File: config.mk
export PLATFORM = sky130hd
export DESIGN_NAME = pm_fetch_sequencer
export DESIGN_NICKNAME = d
export VERILOG_FILES = /design/src/rtl/pm_fetch_sequencer.sv
export SDC_FILE = /design/constraint.sdc
export NUM_CORES = 1
export LEC_CHECK = 0
export ABC_AREA = 1
export ABC_CLOCK_PERIOD_IN_PS = 1800
export BUFFER_PORTS_ARGS = -buffer_cell sky130_fd_sc_hd__buf_2
export CAP_MARGIN = 20
export CORE_MARGIN = 8
export CORE_UTILIZATION = 45
export DETAILED_ROUTE_END_ITERATION = 6
export PLACE_DENSITY = 0.7
export SYNTH_ARGS = -nofsm -noshare
export SYNTH_HDL_FRONTEND = slang
export SYNTH_SLANG_ARGS = --single-unit
File: constraint.sdc
create_clock -name clk_i -period 1.8 [get_ports clk_i]
set_clock_uncertainty 0.15 [all_clocks]
set_input_delay 0 -clock clk_i [delete_from_list [all_inputs] [get_ports clk_i]]
set_output_delay 0 -clock clk_i [all_outputs]
set_load 0.01 [all_outputs]
File: src/rtl/pm_fetch_sequencer.sv
// Program-memory fetch sequencer: owns the PC, issues fetches, captures the
// instruction byte and computes the next PC with a small hardware return stack.
module pm_fetch_sequencer #(
    parameter int unsigned       ADDR_W      = 4,
    parameter int unsigned       DATA_W      = 8,
    parameter int unsigned       STACK_DEPTH = 4,
    parameter logic [ADDR_W-1:0] RESET_VEC   = '0
) (
    input  logic              clk_i,
    input  logic              reset_i,
    input  logic              en_i,
    input  logic              mem_ack_i,
    input  logic [DATA_W-1:0] mem_data_i,
    input  logic              jmp_i,
    input  logic              call_i,
    input  logic              ret_i,
    input  logic [ADDR_W-1:0] jmp_addr_i,
    output logic [ADDR_W-1:0] pc_o,
    output logic              fetch_req_o,
    output logic [DATA_W-1:0] instr_o,
    output logic              instr_valid_o,
    output logic              stack_ovf_o,
    output logic              stack_unf_o
);

    localparam int unsigned IDX_W = (STACK_DEPTH > 1) ? $clog2(STACK_DEPTH) : 1;
    localparam int unsigned SP_W  = IDX_W + 1;

    localparam logic [1:0] IDLE  = 2'd0;
    localparam logic [1:0] FETCH = 2'd1;
    localparam logic [1:0] ISSUE = 2'd2;

    logic [1:0]        state_q, state_d;
    logic [ADDR_W-1:0] pc_q, pc_d;
    logic [DATA_W-1:0] instr_q, instr_d;
    logic [SP_W-1:0]   sp_q, sp_d;
    logic              ovf_q, ovf_d;
    logic              unf_q, unf_d;
    logic              fetch_req_q, instr_valid_q;

    logic [ADDR_W-1:0] stack_q [STACK_DEPTH];

    logic              push_en;
    logic [IDX_W-1:0]  push_idx;
    logic [IDX_W-1:0]  pop_idx;
    logic [ADDR_W-1:0] pc_inc;
    logic              stack_full;
    logic              stack_empty;

    assign pc_inc      = pc_q + ADDR_W'(1);
    assign push_idx    = sp_q[IDX_W-1:0];
    assign pop_idx     = IDX_W'(sp_q - SP_W'(1));
    assign stack_full  = (sp_q == SP_W'(STACK_DEPTH));
    assign stack_empty = (sp_q == '0);

    // Next-state and next-PC; decoder strobes only matter in ISSUE (ret > call > jmp)
    always_comb begin
        state_d = state_q;
        pc_d    = pc_q;
        instr_d = instr_q;
        sp_d    = sp_q;
        ovf_d   = ovf_q;
        unf_d   = unf_q;
        push_en = 1'b0;

        case (state_q)
            IDLE: begin
                if (en_i) state_d = FETCH;
            end
            FETCH: begin
                if (mem_ack_i) begin
                    instr_d = mem_data_i;
                    state_d = ISSUE;
                end
            end
            ISSUE: begin
                state_d = en_i ? FETCH : IDLE;
                if (ret_i) begin
                    if (stack_empty) begin
                        unf_d = 1'b1;
                        pc_d  = pc_inc;
                    end else begin
                        pc_d = stack_q[pop_idx];
                        sp_d = sp_q - SP_W'(1);
                    end
                end else if (call_i) begin
                    if (stack_full) begin
                        ovf_d = 1'b1;
                        pc_d  = pc_inc;
                    end else begin
                        push_en = 1'b1;
                        sp_d    = sp_q + SP_W'(1);
                        pc_d    = jmp_addr_i;
                    end
                end else if (jmp_i) begin
                    pc_d = jmp_addr_i;
                end else begin
                    pc_d = pc_inc;
                end
            end
            default: state_d = IDLE;
        endcase
    end

    always_ff @(posedge clk_i) begin
        if (reset_i) begin
            state_q       <= IDLE;
            pc_q          <= RESET_VEC;
            instr_q       <= '0;
            sp_q          <= '0;
            ovf_q         <= 1'b0;
            unf_q         <= 1'b0;
            fetch_req_q   <= 1'b0;
            instr_valid_q <= 1'b0;
        end else begin
            state_q       <= state_d;
            pc_q          <= pc_d;
            instr_q       <= instr_d;
            sp_q          <= sp_d;
            ovf_q         <= ovf_d;
            unf_q         <= unf_d;
            fetch_req_q   <= (state_d == FETCH);
            instr_valid_q <= (state_d == ISSUE);
        end
    end

    // Return-stack storage; contents need no reset since sp gates every read
    always_ff @(posedge clk_i) begin
        if (push_en) stack_q[push_idx] <= pc_inc;
    end

    assign pc_o          = pc_q;
    assign fetch_req_o   = fetch_req_q;
    assign instr_o       = instr_q;
    assign instr_valid_o = instr_valid_q;
    assign stack_ovf_o   = ovf_q;
    assign stack_unf_o   = unf_q;

endmodule

---- Word-level counts from Yosys, hierarchy flattened ----
Memory sizes are Yosys's and may differ from the RTL's.
Cells that the tools add are included.
word-level totals
  bits in registers ....................... 21
  memory bits (writable) .................. 16
  input port bits ......................... 19
  memories kept ........................... 1
cells by class
  add/subtract/negate cells ............... 3
  eq/ne operators ......................... 7
  multiplexer cells ....................... 19
  bitwise gates (word level) .............. 1
  reductions and logical operators ........ 7
memory list
  name     words  width  read ports  clocked after memory_dff  write ports  RTL line  text
  stack_q  4      4      1           0                         1            41        logic [ADDR_W-1:0] stack_q [STACK_DEPTH];
operators with widths
  cell                                               number
  2-to-1 mux 4 bit                                   5
  2-to-1 mux 3 bit                                   4
  AND reduction 4 bit                                2
  2-to-1 mux 1 bit                                   7
  case mux 2 bit (3 select lines)                    1
  adder 4 x 1 -> 4 bit (second input constant)       1
  == test 2 x 1 -> 1 bit (second input constant)     2
  == test 2 bit (second input constant)              2
  2-to-1 mux 2 bit                                   2
  inequality test 2 bit (second input constant)      2
  adder 3 x 1 -> 3 bit (second input constant)       1
  == test 3 bit (second input constant)              1
  logical NOT 3 bit                                  1
  AND reduction 3 bit                                1
  subtractor 3 x 1 -> 3 bit (second input constant)  1
  logical NOT 2 bit                                  1
  AND reduction 2 bit                                1
  nonzero test 2 bit                                 1
  NOT 1 bit                                          1

---- Logic depth before layout (Yosys ltp) ----
  word-level depth ........................ 7
  mapped depth ............................ 12
  depth with buffers taken out ............ 10

---- Worst setup path after synthesis ----
OpenSTA, ideal clock, no wires.
  path type ............................... reg2reg
  start point ............................. register sp_q[0]
  end point ............................... memory stack_q[0][0] (enable)
  data arrival time ....................... 1356 ps
  setup slack ............................. -36 ps
  cell stages (with the launch flop) ...... 8
  path buffers ............................ 2
  cell sequence ........................... dfxtp_1 buf_6 inv_4 buf_8 ha_1 nand2_2 nand4_1 nor2_1
on the way
  word-level cells in the longest chain between the ends .. 7
ends and longest elaborated chain
  element                                 RTL line  text
  from (decl)                             36        logic [SP_W-1:0] sp_q, sp_d;
  from (signal assigned)                  119       sp_q <= sp_d;
  == test 3 bit                           53        assign stack_full = (sp_q == SP_W'(STACK_DEPTH));
  2-to-1 mux 1 bit                        87        if (stack_full) begin
  2-to-1 mux 1 bit                        86        end else if (call_i) begin
  2-to-1 mux 1 bit                        78        if (ret_i) begin
  2-to-1 mux 1 bit                        66        case (state_q)
  2-to-1 mux 1 bit                        129       if (push_en) stack_q[push_idx] <= pc_inc;
  2-to-1 mux 1 bit (not written as such)  129
  to (decl)                               41
Several ways; a longest one is shown, not always the timed one.

---- Final worst setup path ----
  start point ............................. register sp_q[1]
  end point ............................... memory stack_q[0][1] (enable)
Same word-level chain as after synthesis.

==> impl_metrics.tcl <==
set metrics [dict create \
    outcome "completed" \
    setup.worst_path.start "sp_q[1]" \
    hpwl_um 2890 \
    max_stage_delay_ns 0.35 \
    synth_flop_cell "dfxtp_1" \
    slew_headroom_pct 75.0 \
    initialDrtViolationCount 105 \
    die_y_um 78.0 \
    synth_edf_count 16 \
    synth_warnings 0 \
    grt_overflow_total 0 \
    drc 0 \
    viasPerCell 4.75 \
    synth_top_area_share_pct 27.7 \
    path_buf_inv 1 \
    grt_max_degree 19 \
    cts_buffers 5 \
    die-area_sq_mm 0.00609 \
    r2r_end "stack_q[0][1]" \
    htree_levels 2 \
    vias 1468 \
    crit_cells 5 \
    rr_startpoint "sp_q[1]" \
    nets 285 \
    n_fill_cell 351 \
    finalCritPeriodShare_pct 96.5 \
    root_buffer "clkbuf_8" \
    final_max_slew_viol_count 0 \
    fin_area_sq_mm 0.00224 \
    pre_cts_ws_ns 0.0182 \
    diodes 0 \
    core_area_sq_mm 0.00369 \
    grt_pass1_wl_um 6760 \
    grt_pass1_vias 1488 \
    synth_area_leaders "edfxtp_1 (28%), dfxtp_1 (24%), nand2_1 (8.5%)" \
    crit_slowest_cell "dfxtp_2" \
    yosysSeqAreaShare_pct 52.0 \
    rsz0062_at_grt "true" \
    synth.most_common_cell "nand2_1" \
    portBuffers 34 \
    crit_chain "inv_1 -> ha_1 -> nand2_2 -> nand4_1 -> nor2_1" \
    ys_async_sr_fraction_pct 0 \
    dpl_cell_area_sq_mm 0.00197 \
    antenna_found_initial 0 \
    seqCellArea_sq_um 902 \
    multi_input_area_sq_um 658 \
    clock.fmax_mhz 575 \
    critical_path_arrival_ns 1.55 \
    wl_per_cell_um 13.1 \
    tightestPinTransition_ns 0.375 \
    path_max_fanout 4 \
    yosys.area.top_type "edfxtp_1" \
    tns_ns 0 \
    ys_ff_latch 37 \
    yosysUniqueCellTypes 26 \
    post_cts_buffers 0 \
    groute.usage.overall_pct 13.9 \
    ios 35 \
    hold_path_startpoint "call_i" \
    drive_gt1_share_pct 24.5 \
    final_util_pct 60.8 \
    hold_viol 0 \
    clkLatencyLatePin_ns 0.29 \
    rows 22 \
    clock_sinks 37 \
    critical_path_class "reg -> reg" \
    p_leak_nw 1.01 \
    endpoint "stack_q[0][1]" \
    start_util_pct 46.9 \
    syn_area_sq_mm 0.00173 \
    gp_congestion 0.773 \
    cp-end-kind "register" \
    min_period_ns 1.74 \
    syn_inst 201 \
    die_w_um 78.0 \
    syn_avg_cell_area_sq_um 8.62 \
    synthTopCellsByCount "nand2_1 (39), inv_1 (29), dfxtp_1 (21)" \
    critical-path-top-delay-family "simple AND/OR/NAND/NOR gates" \
    start_kind "register" \
    cts_tree "yes" \
    dr.pass1.iters 4 \
    clkTransAtPathRegs_ns 0.07 \
    syn-num-nets 226 \
    worstRegToRegCells 5 \
    wl_um 4060 \
    ant_nets 0 \
    hold_path_class "in -> reg" \
    power_per_cell_area_mw_per_mm2 810 \
    setup_viol 0 \
    peakVddDrop_mv 0.737 \
    setup_ws_ns 0.0622 \
    cts_buffer_depth 2 \
    max-cap-violations 0 \
    area_delta_synth_final_pct 29.5 \
    reg2reg_slack_ns 0.06 \
    cp.required_ns 1.61 \
]
-- worst register-to-register path, cell delays in order, from the launching register on --
cell,delay [ns]
dfxtp_2,0.35
inv_1,0.09
ha_1,0.23
nand2_2,0.10
nand4_1,0.18
nor2_1,0.32
-- report_power, final --
part	internal [mW]	switching, mW
combinational	0.0869	0.102
clock	0.414	0.310
sequential	0.892	0.0112
total	1.39	0.423
-- final cells by class --
| class | instances | area share (%) |
|---|---|---|
| flip-flops and latches | 37 | 40.2 |
| multi-input cells | 126 | 29.4 |
| repair buffers | 57 | 17.1 |
| inverters | 33 | 5.64 |
| clock buffers | 5 | 3.07 |
| well taps | 48 | 2.68 |
| clock inverters | 3 | 1.95 |
-- state kept, by name (all words and copies together), names as in the netlist --
name	flops
sp_q	3
instr_valid_o	1
stack_ovf_o	1
fetch_req_o	1
instr_o	8
pc_o	4
stack_q	16
state_q	2
stack_unf_o	1
-- per-layer routing --
layer	track usage (%)	share of wire [%]	wire, um
met1	15.4	42	1710
met2	24.1	51	2060
met3	4.78	5.6	229
met4	5.19	1.4	56
met5	0	0	0
-- logic make-up after synthesis --
logic type	count (synthesis)	synth area share, %
AO/OA/AOI/OAI	35	10.8
XOR/XNOR	3	1.52
adder cells (fa/ha/maj)	6	4.34
buffers and inverters	38	9.97
flip-flops	37	52.0
AND/OR/NAND/NOR	82	21.3
-- through the flow --
stage          hold WS [ns]  total power [mW]  cells
3_5_place_dp          0.110              1.08    285
6_report             0.0501              1.82    309
3_3_place_gp          0.112              1.08    285
5_1_grt              0.0794              1.90    309
2_1_floorplan       -0.0809              1.02    201
4_1_cts              0.0437              1.83    309
-- what timing repair did --
item / in CTS / in global routing
pin swaps: 0 / 0
endpoints found under the setup margin: 1 / 18
hold buffers: 16 / 0
resized for setup: 0 / 2
hold endpoints to repair: 18 / 0
-- worst min-delay path by stage --
| stage | to | cells past startpoint |
|---|---|---|
| floorplan | fetch_req_o | 1 |
| global placement | fetch_req_o | 2 |
| detailed placement | fetch_req_o | 2 |
| CTS | stack_ovf_o | 5 |
| global route | pc_o[2] | 7 |
| finish | stack_ovf_o | 5 |
-- cells in the final DEF (no fill, tap or decap), types with 2 or more instances in the layout --
cell type,instances
a21oi_1,14
nand2_2,4
ha_1,6
edfxtp_1,16
clkbuf_8,5
dlygate4sd3_1,16
a21oi_2,3
xnor2_1,2
nand3_1,19
o21ai_0,16
inv_1,28
nor2_4,2
nand2_1,39
nor2_1,15
dfxtp_1,20
buf_4,7
buf_2,34
inv_2,3
No activity file was read; power rests on OpenSTA's default activity.
